===== src/rtl/lut_neuron_if.sv =====
// lut_neuron_if: handshake bundle for the programmable LUT neuron.
//   cfg_*     : table-load stream (start pulse, valid/ready, one word per beat)
//   in_*      : lookup request stream (valid/ready, address)
//   out_*     : lookup result stream (valid/ready, table word)
//   loaded    : table fully written and serving lookups
// The master modport drives requests and config; the slave modport is the neuron.
interface lut_neuron_if #(
  parameter int IN_BITS  = 6,
  parameter int OUT_BITS = 1
);
  logic                cfg_start;
  logic                cfg_valid;
  logic                cfg_ready;
  logic [OUT_BITS-1:0] cfg_data;
  logic                in_valid;
  logic                in_ready;
  logic [IN_BITS-1:0]  in_data;
  logic                out_valid;
  logic                out_ready;
  logic [OUT_BITS-1:0] out_data;
  logic                loaded;

  modport master (
    output cfg_start, cfg_valid, cfg_data, in_valid, in_data, out_ready,
    input  cfg_ready, in_ready, out_valid, out_data, loaded
  );

  modport slave (
    input  cfg_start, cfg_valid, cfg_data, in_valid, in_data, out_ready,
    output cfg_ready, in_ready, out_valid, out_data, loaded
  );
endinterface


===== src/rtl/lut_neuron_prog.sv =====
// lut_neuron_prog: runtime-programmable LUT neuron.
// A 2**IN_BITS x OUT_BITS table is streamed in over the cfg port (ascending
// index order, restartable with cfg_start) and then serves lookups through a
// one-stage registered valid/ready pipeline.
// Ports:
//   clk  : rising-edge clock
//   rst  : asynchronous active-high reset
//   bus  : lut_neuron_if slave modport (cfg_*, in_*, out_*, loaded)
module lut_neuron_prog #(
  parameter int IN_BITS  = 6,
  parameter int OUT_BITS = 1
) (
  input logic         clk,
  input logic         rst,
  lut_neuron_if.slave bus
);

  localparam int DEPTH = 2 ** IN_BITS;
  localparam logic [IN_BITS-1:0] LAST_IDX = IN_BITS'(DEPTH - 1);
  localparam logic [IN_BITS-1:0] IDX_ONE  = IN_BITS'(1);

  typedef enum logic [1:0] {
    EMPTY = 2'd0,
    LOAD  = 2'd1,
    RUN   = 2'd2
  } state_t;

  state_t              state;
  logic [IN_BITS-1:0]  wr_ptr;
  logic [OUT_BITS-1:0] lut_mem [DEPTH];
  logic                out_valid_q;
  logic [OUT_BITS-1:0] out_data_q;
  logic                loaded_q;

  logic cfg_fire;
  logic in_fire;
  logic wr_en;

  // Readies come only from registered state; in_ready also looks at
  // out_ready so a held result can be replaced in the same cycle it leaves.
  assign bus.cfg_ready = (state == LOAD);
  assign bus.in_ready  = (state == RUN) && (!out_valid_q || bus.out_ready);
  assign bus.out_valid = out_valid_q;
  assign bus.out_data  = out_data_q;
  assign bus.loaded    = loaded_q;

  assign cfg_fire = bus.cfg_valid && bus.cfg_ready;
  assign in_fire  = bus.in_valid && bus.in_ready;
  // A restart pulse wins over a word offered in the same cycle.
  assign wr_en    = cfg_fire && !bus.cfg_start;

  // Table storage has no reset: it is only read in RUN, which is reachable
  // only after a complete load.
  always_ff @(posedge clk) begin
    if (wr_en) begin
      lut_mem[wr_ptr] <= bus.cfg_data;
    end
  end

  // Load sequencing: EMPTY waits for a start pulse, LOAD counts words in,
  // RUN serves lookups until the next start pulse.
  always_ff @(posedge clk or posedge rst) begin
    if (rst) begin
      state    <= EMPTY;
      wr_ptr   <= '0;
      loaded_q <= 1'b0;
    end else begin
      case (state)
        EMPTY: begin
          if (bus.cfg_start) begin
            state  <= LOAD;
            wr_ptr <= '0;
          end
        end
        LOAD: begin
          if (bus.cfg_start) begin
            wr_ptr <= '0;
          end else if (cfg_fire) begin
            wr_ptr <= wr_ptr + IDX_ONE;
            if (wr_ptr == LAST_IDX) begin
              state    <= RUN;
              loaded_q <= 1'b1;
            end
          end
        end
        RUN: begin
          if (bus.cfg_start) begin
            state    <= LOAD;
            wr_ptr   <= '0;
            loaded_q <= 1'b0;
          end
        end
        default: begin
          state    <= EMPTY;
          wr_ptr   <= '0;
          loaded_q <= 1'b0;
        end
      endcase
    end
  end

  // Output register: a result stays put until accepted, even across a
  // reload, so it always carries the table value at the time of lookup.
  always_ff @(posedge clk or posedge rst) begin
    if (rst) begin
      out_valid_q <= 1'b0;
      out_data_q  <= '0;
    end else if (in_fire) begin
      out_valid_q <= 1'b1;
      out_data_q  <= lut_mem[bus.in_data];
    end else if (bus.out_ready) begin
      out_valid_q <= 1'b0;
    end
  end

endmodule


===== src/flat_wrapper.sv =====
// flat-port wrapper written by rule: the top's interface ports become plain ports
module lut_neuron_prog_flat 
#(
  parameter int IN_BITS  = 6,
  parameter int OUT_BITS = 1
)
  (clk, rst, bus_cfg_start, bus_cfg_valid, bus_cfg_data, bus_in_valid, bus_in_data, bus_out_ready, bus_cfg_ready, bus_in_ready, bus_out_valid, bus_out_data, bus_loaded);
  lut_neuron_if #(.IN_BITS(IN_BITS), .OUT_BITS(OUT_BITS)) bus_i ();
  input logic clk;
  input logic rst;
  input wire logic [$bits(bus_i.cfg_start)-1:0] bus_cfg_start;
  input wire logic [$bits(bus_i.cfg_valid)-1:0] bus_cfg_valid;
  input wire logic [$bits(bus_i.cfg_data)-1:0] bus_cfg_data;
  input wire logic [$bits(bus_i.in_valid)-1:0] bus_in_valid;
  input wire logic [$bits(bus_i.in_data)-1:0] bus_in_data;
  input wire logic [$bits(bus_i.out_ready)-1:0] bus_out_ready;
  output wire logic [$bits(bus_i.cfg_ready)-1:0] bus_cfg_ready;
  output wire logic [$bits(bus_i.in_ready)-1:0] bus_in_ready;
  output wire logic [$bits(bus_i.out_valid)-1:0] bus_out_valid;
  output wire logic [$bits(bus_i.out_data)-1:0] bus_out_data;
  output wire logic [$bits(bus_i.loaded)-1:0] bus_loaded;
  assign bus_i.cfg_start = bus_cfg_start;
  assign bus_i.cfg_valid = bus_cfg_valid;
  assign bus_i.cfg_data = bus_cfg_data;
  assign bus_i.in_valid = bus_in_valid;
  assign bus_i.in_data = bus_in_data;
  assign bus_i.out_ready = bus_out_ready;
  assign bus_cfg_ready = bus_i.cfg_ready;
  assign bus_in_ready = bus_i.in_ready;
  assign bus_out_valid = bus_i.out_valid;
  assign bus_out_data = bus_i.out_data;
  assign bus_loaded = bus_i.loaded;
  lut_neuron_prog #(.IN_BITS(IN_BITS), .OUT_BITS(OUT_BITS)) u_core (.clk(clk), .rst(rst), .bus(bus_i));
endmodule

===== config.mk =====
export PLATFORM = sky130hd
export DESIGN_NAME = lut_neuron_prog_flat
export DESIGN_NICKNAME = d
export VERILOG_FILES = /design/src/rtl/lut_neuron_if.sv /design/src/rtl/lut_neuron_prog.sv /design/src/flat_wrapper.sv
export SDC_FILE = /design/constraint.sdc
export NUM_CORES = 1
export LEC_CHECK = 0
export ABC_AREA = 1
export BUFFER_PORTS_ARGS = -buffer_cell sky130_fd_sc_hd__buf_2
export CAP_MARGIN = 20
export CORE_UTILIZATION = 33
export CTS_CLUSTER_DIAMETER = 200
export DETAILED_ROUTE_END_ITERATION = 12
export GPL_TIMING_DRIVEN = 0
export SLEW_MARGIN = 25
export SYNTH_ARGS = -nofsm -noshare
export SYNTH_HDL_FRONTEND = slang
export SYNTH_SLANG_ARGS = --single-unit

===== constraint.sdc =====
create_clock -name clk -period 1.58 [get_ports clk]
set_input_delay 0.158 -clock clk [delete_from_list [all_inputs] [get_ports clk]]
set_output_delay 0.158 -clock clk [all_outputs]
set_load 0.05 [all_outputs]

==> results.yml <==
status:
  status: "complete, no violations"
sta:
  min_period_ns: 1.54
  drv_slew: 0
  finalHoldViolCount: 0
  setup_ws_ns: 0.0370
  setup_viol: 0
  tightestPinTransition_ns: 1.01
  rsz0062_at_grt: "yes"
  slew_headroom_pct: 32.9
  skew_ns: 0.0117
  period_share_pct: 97.7
  fmax_mhz: 648
routing:
  ant_nets: 0
  drc: 0
  drtPass1Iterations: 4
  wire_per_inst_um: 15.2
  drt-total-wl_um: 8240
  vias: 2666
  viasPerCell: 4.93
  first_iter_violations: 133
synthesis:
  synth_area_per_cell_um2: 9.81
  yosysWarnings: 0
  syn_nets: 380
  yosysSeqAreaShare_pct: 61.2
  synth_seq_cells: 75
  synth.distinct_cells: 28
  syn-cell-area_um2: 3590
  synthCells: 366
flow_run:
  maxCapViolations: 0
worst_setup_path:
  endpoint_kind: "flip-flop"
  critPathMaxStageDelay_ns: 0.44
  critPathRequiredTime_ns: 1.65
  cp_max_fo: 8
  crit_family: "simple AND/OR/NAND/NOR gates"
  path_cells: "nor2_4 > nand2_4 > nor2_8 > nand2_4 > inv_8 > nand3_4 > nor2_1"
  cp.arrival_ns: 1.61
  start_kind: "flip-flop"
  slowest_stage: "dfrtp_2"
  crit_type: "reg -> reg"
  crit_top_cell: "nand2_4"
  crit_buf_inv: 1
layout:
  drive_above_1_share_pct: 21.0
  syn_to_final_growth_pct: 15.5
  fin_nets: 414
  antennaDiodeCount: 0
  stdcell_count: 541
cts:
  path_clk_slew_ns: 0.08
  htreeDepth: 3
  cts_root_buf: "clkbuf_8"
  numClockSinks: 75
  cts_tree: "built"
  cts.path.max_buffers: 2
  cts_buffers: 9
  clk_latency_ns: 0.35
floorplan:
  rows: 37
  chipHeight_um: 106
  fp.coreArea_um2: 10400
  ioPinCount: 18
  die_w_um: 106
  start_util_pct: 34.5
  die_area_um2: 11300
grt:
  antenna_found_initial: 0
  overflow: 0
  grt_max_degree: 65
  gr-usage-all-layers_pct: 16.1
  grt_pass1_wl_um: 13600
  grt_pass1_vias: 2715
placed_design:
  dp.cells: 516
  place_ws_ns: -0.286
  gp_congestion: 0.777
  port_buffers: 14
  dp_hpwl_um: 5360
pwr:
  peakVddDrop_mv: 0.336
  cellLeakagePower_nw: 1.52
  p_per_area_nw_per_um2: 907
worst_hold_path:
  hold_class: "in -> reg"
-- cells in the final DEF (no fill, tap or decap), types with 7 or more instances in the layout --
cell	netlist	final
dfrtp_1	11	9
nand2_1	89	89
edfxtp_1	64	64
nand3_1	64	63
nor2_1	71	54
o21ai_0	7	7
nor2_2	0	15
buf_2	2	15
inv_1	18	18
clkbuf_8	0	9
buf_4	4	10
-- cell families (layout without fill, tap and decap cells) --
logic type | count (synthesis) | count (layout) | share of synthesized area [%]
AOI/OAI and AO/OA | 13 | 13 | 2.23
adders and majority gates | 1 | 1 | 0.348
buffers and inverters | 36 | 75 | 5.58
DFF | 75 | 75 | 61.2
and+or+nand+nor | 241 | 241 | 30.6
-- area by class of cell --
cell class | count | area, um^2
Clock inverter | 7 | 45.0
Timing Repair Buffer | 23 | 149
Fill cell | 1071 | 6270
Sequential cell | 75 | 2200
Inverter | 25 | 109
Buffer | 11 | 96.3
Clock buffer | 9 | 124
Tap cell | 136 | 170
Multi-Input combinational cell | 255 | 1250
-- metrics by stage --
| step | utilization [%] | hold slack (ns) | setup TNS [ns] | cell area (um^2) | power (W) |
|---|---|---|---|---|---|
| 5_1_grt | 39.8 | 0.0956 | -1.43 | 4150 | 0.00391 |
| 3_3_place_gp | 36.9 | 0.177 | -4.40 | 3840 | 0.00249 |
| 6_report | 39.8 | 0.103 | 0 | 4150 | 0.00376 |
| 3_5_place_dp | 36.9 | 0.179 | -6.05 | 3840 | 0.00250 |
| 4_1_cts | 39.1 | 0.0886 | 0 | 4070 | 0.00376 |
| 2_1_floorplan | - | 0.0104 | -6.70 | 3600 | 0.00239 |
-- state kept, by name, summed over array words and instances, names as in the netlist --
register and flops:
u_core.bus.loaded 1, u_core.state 2, u_core.bus.out_data 1, u_core.lut_mem 64
u_core.bus.out_valid 1, u_core.wr_ptr 6
-- repair_timing --
item / CTS / global route
gates resized for setup: 2 / 23
buffers inserted: 5 / 2
setup endpoints to repair: 64 / 63
pin swaps: 0 / 1
hold buffers: 2 / 0
hold endpoints to repair: 12 / 0
-- synthesized netlist by cell type --
master    instances  share of area (%)
nand2_1          89                9.3
nor2_1           71                7.4
edfxtp_1         64                 54
nand3_1          64                8.9
inv_1            18                1.9
dfrtp_1          11                7.7
o21ai_0           7               0.98
buf_6             5                1.6
buf_4             4               0.84
inv_4             4               0.70
nand3_4           4                2.0
nand4_1           4               0.70
nor3_1            3               0.42
a21oi_1           2               0.28
buf_2             2               0.28
inv_2             2               0.21
a211oi_1          1               0.21
a21oi_4           1               0.45
a31oi_1           1               0.17
clkinv_1          1               0.10
ha_1              1               0.35
nand2_2           1               0.17
nand2_4           1               0.31
nand3b_1          1               0.21
nor2_4            1               0.31
nor2_8            1               0.56
nor3b_2           1               0.35
o21ai_1           1               0.14
-- power by group --
| group | total, W | leakage, nW | internal, W | switching (W) |
|---|---|---|---|---|
| logic | 0.000292 | 0.723 | 0.0000940 | 0.000198 |
| clock network | 0.00130 | 0.0770 | 0.000560 | 0.000743 |
| registers | 0.00217 | 0.719 | 0.00216 | 0.0000113 |
-- worst min-delay path: stages --
cell     delay (ns)
buf_2          0.07
nand2_1        0.09
o21ai_0        0.10
-- per-layer routing --
layer  GRT usage, %  up-vias  routed length, um
met5              0        -                  0
met4           5.95        0                186
met3           3.31       18                399
met2           26.9       63               4030
met1           20.5     1284               3630
li1               -     1301                  -
-- path summary, 6_finish.rpt --
path,from,to,slack [ns],cells after the start
worst min-delay path,bus_in_valid,u_core.bus.out_valid$_DFFE_PP0P_,0.10,3
min in group asynchronous,rst,u_core.bus.out_valid$_DFFE_PP0P_,0.34,3
max in group asynchronous,rst,u_core.wr_ptr[1]$_DFFE_PP0P_,0.89,3
worst max register to register,u_core.state[1]$_DFFE_PP0P_,u_core.lut_mem[14]$_DFFE_PP_,0.04,7
worst min register to register,u_core.bus.out_data$_DFFE_PP0P_,u_core.bus.out_data$_DFFE_PP0P_,0.49,2
worst max-delay path,u_core.state[1]$_DFFE_PP0P_,u_core.lut_mem[14]$_DFFE_PP_,0.04,7
(Power assumes the default switching activity.)
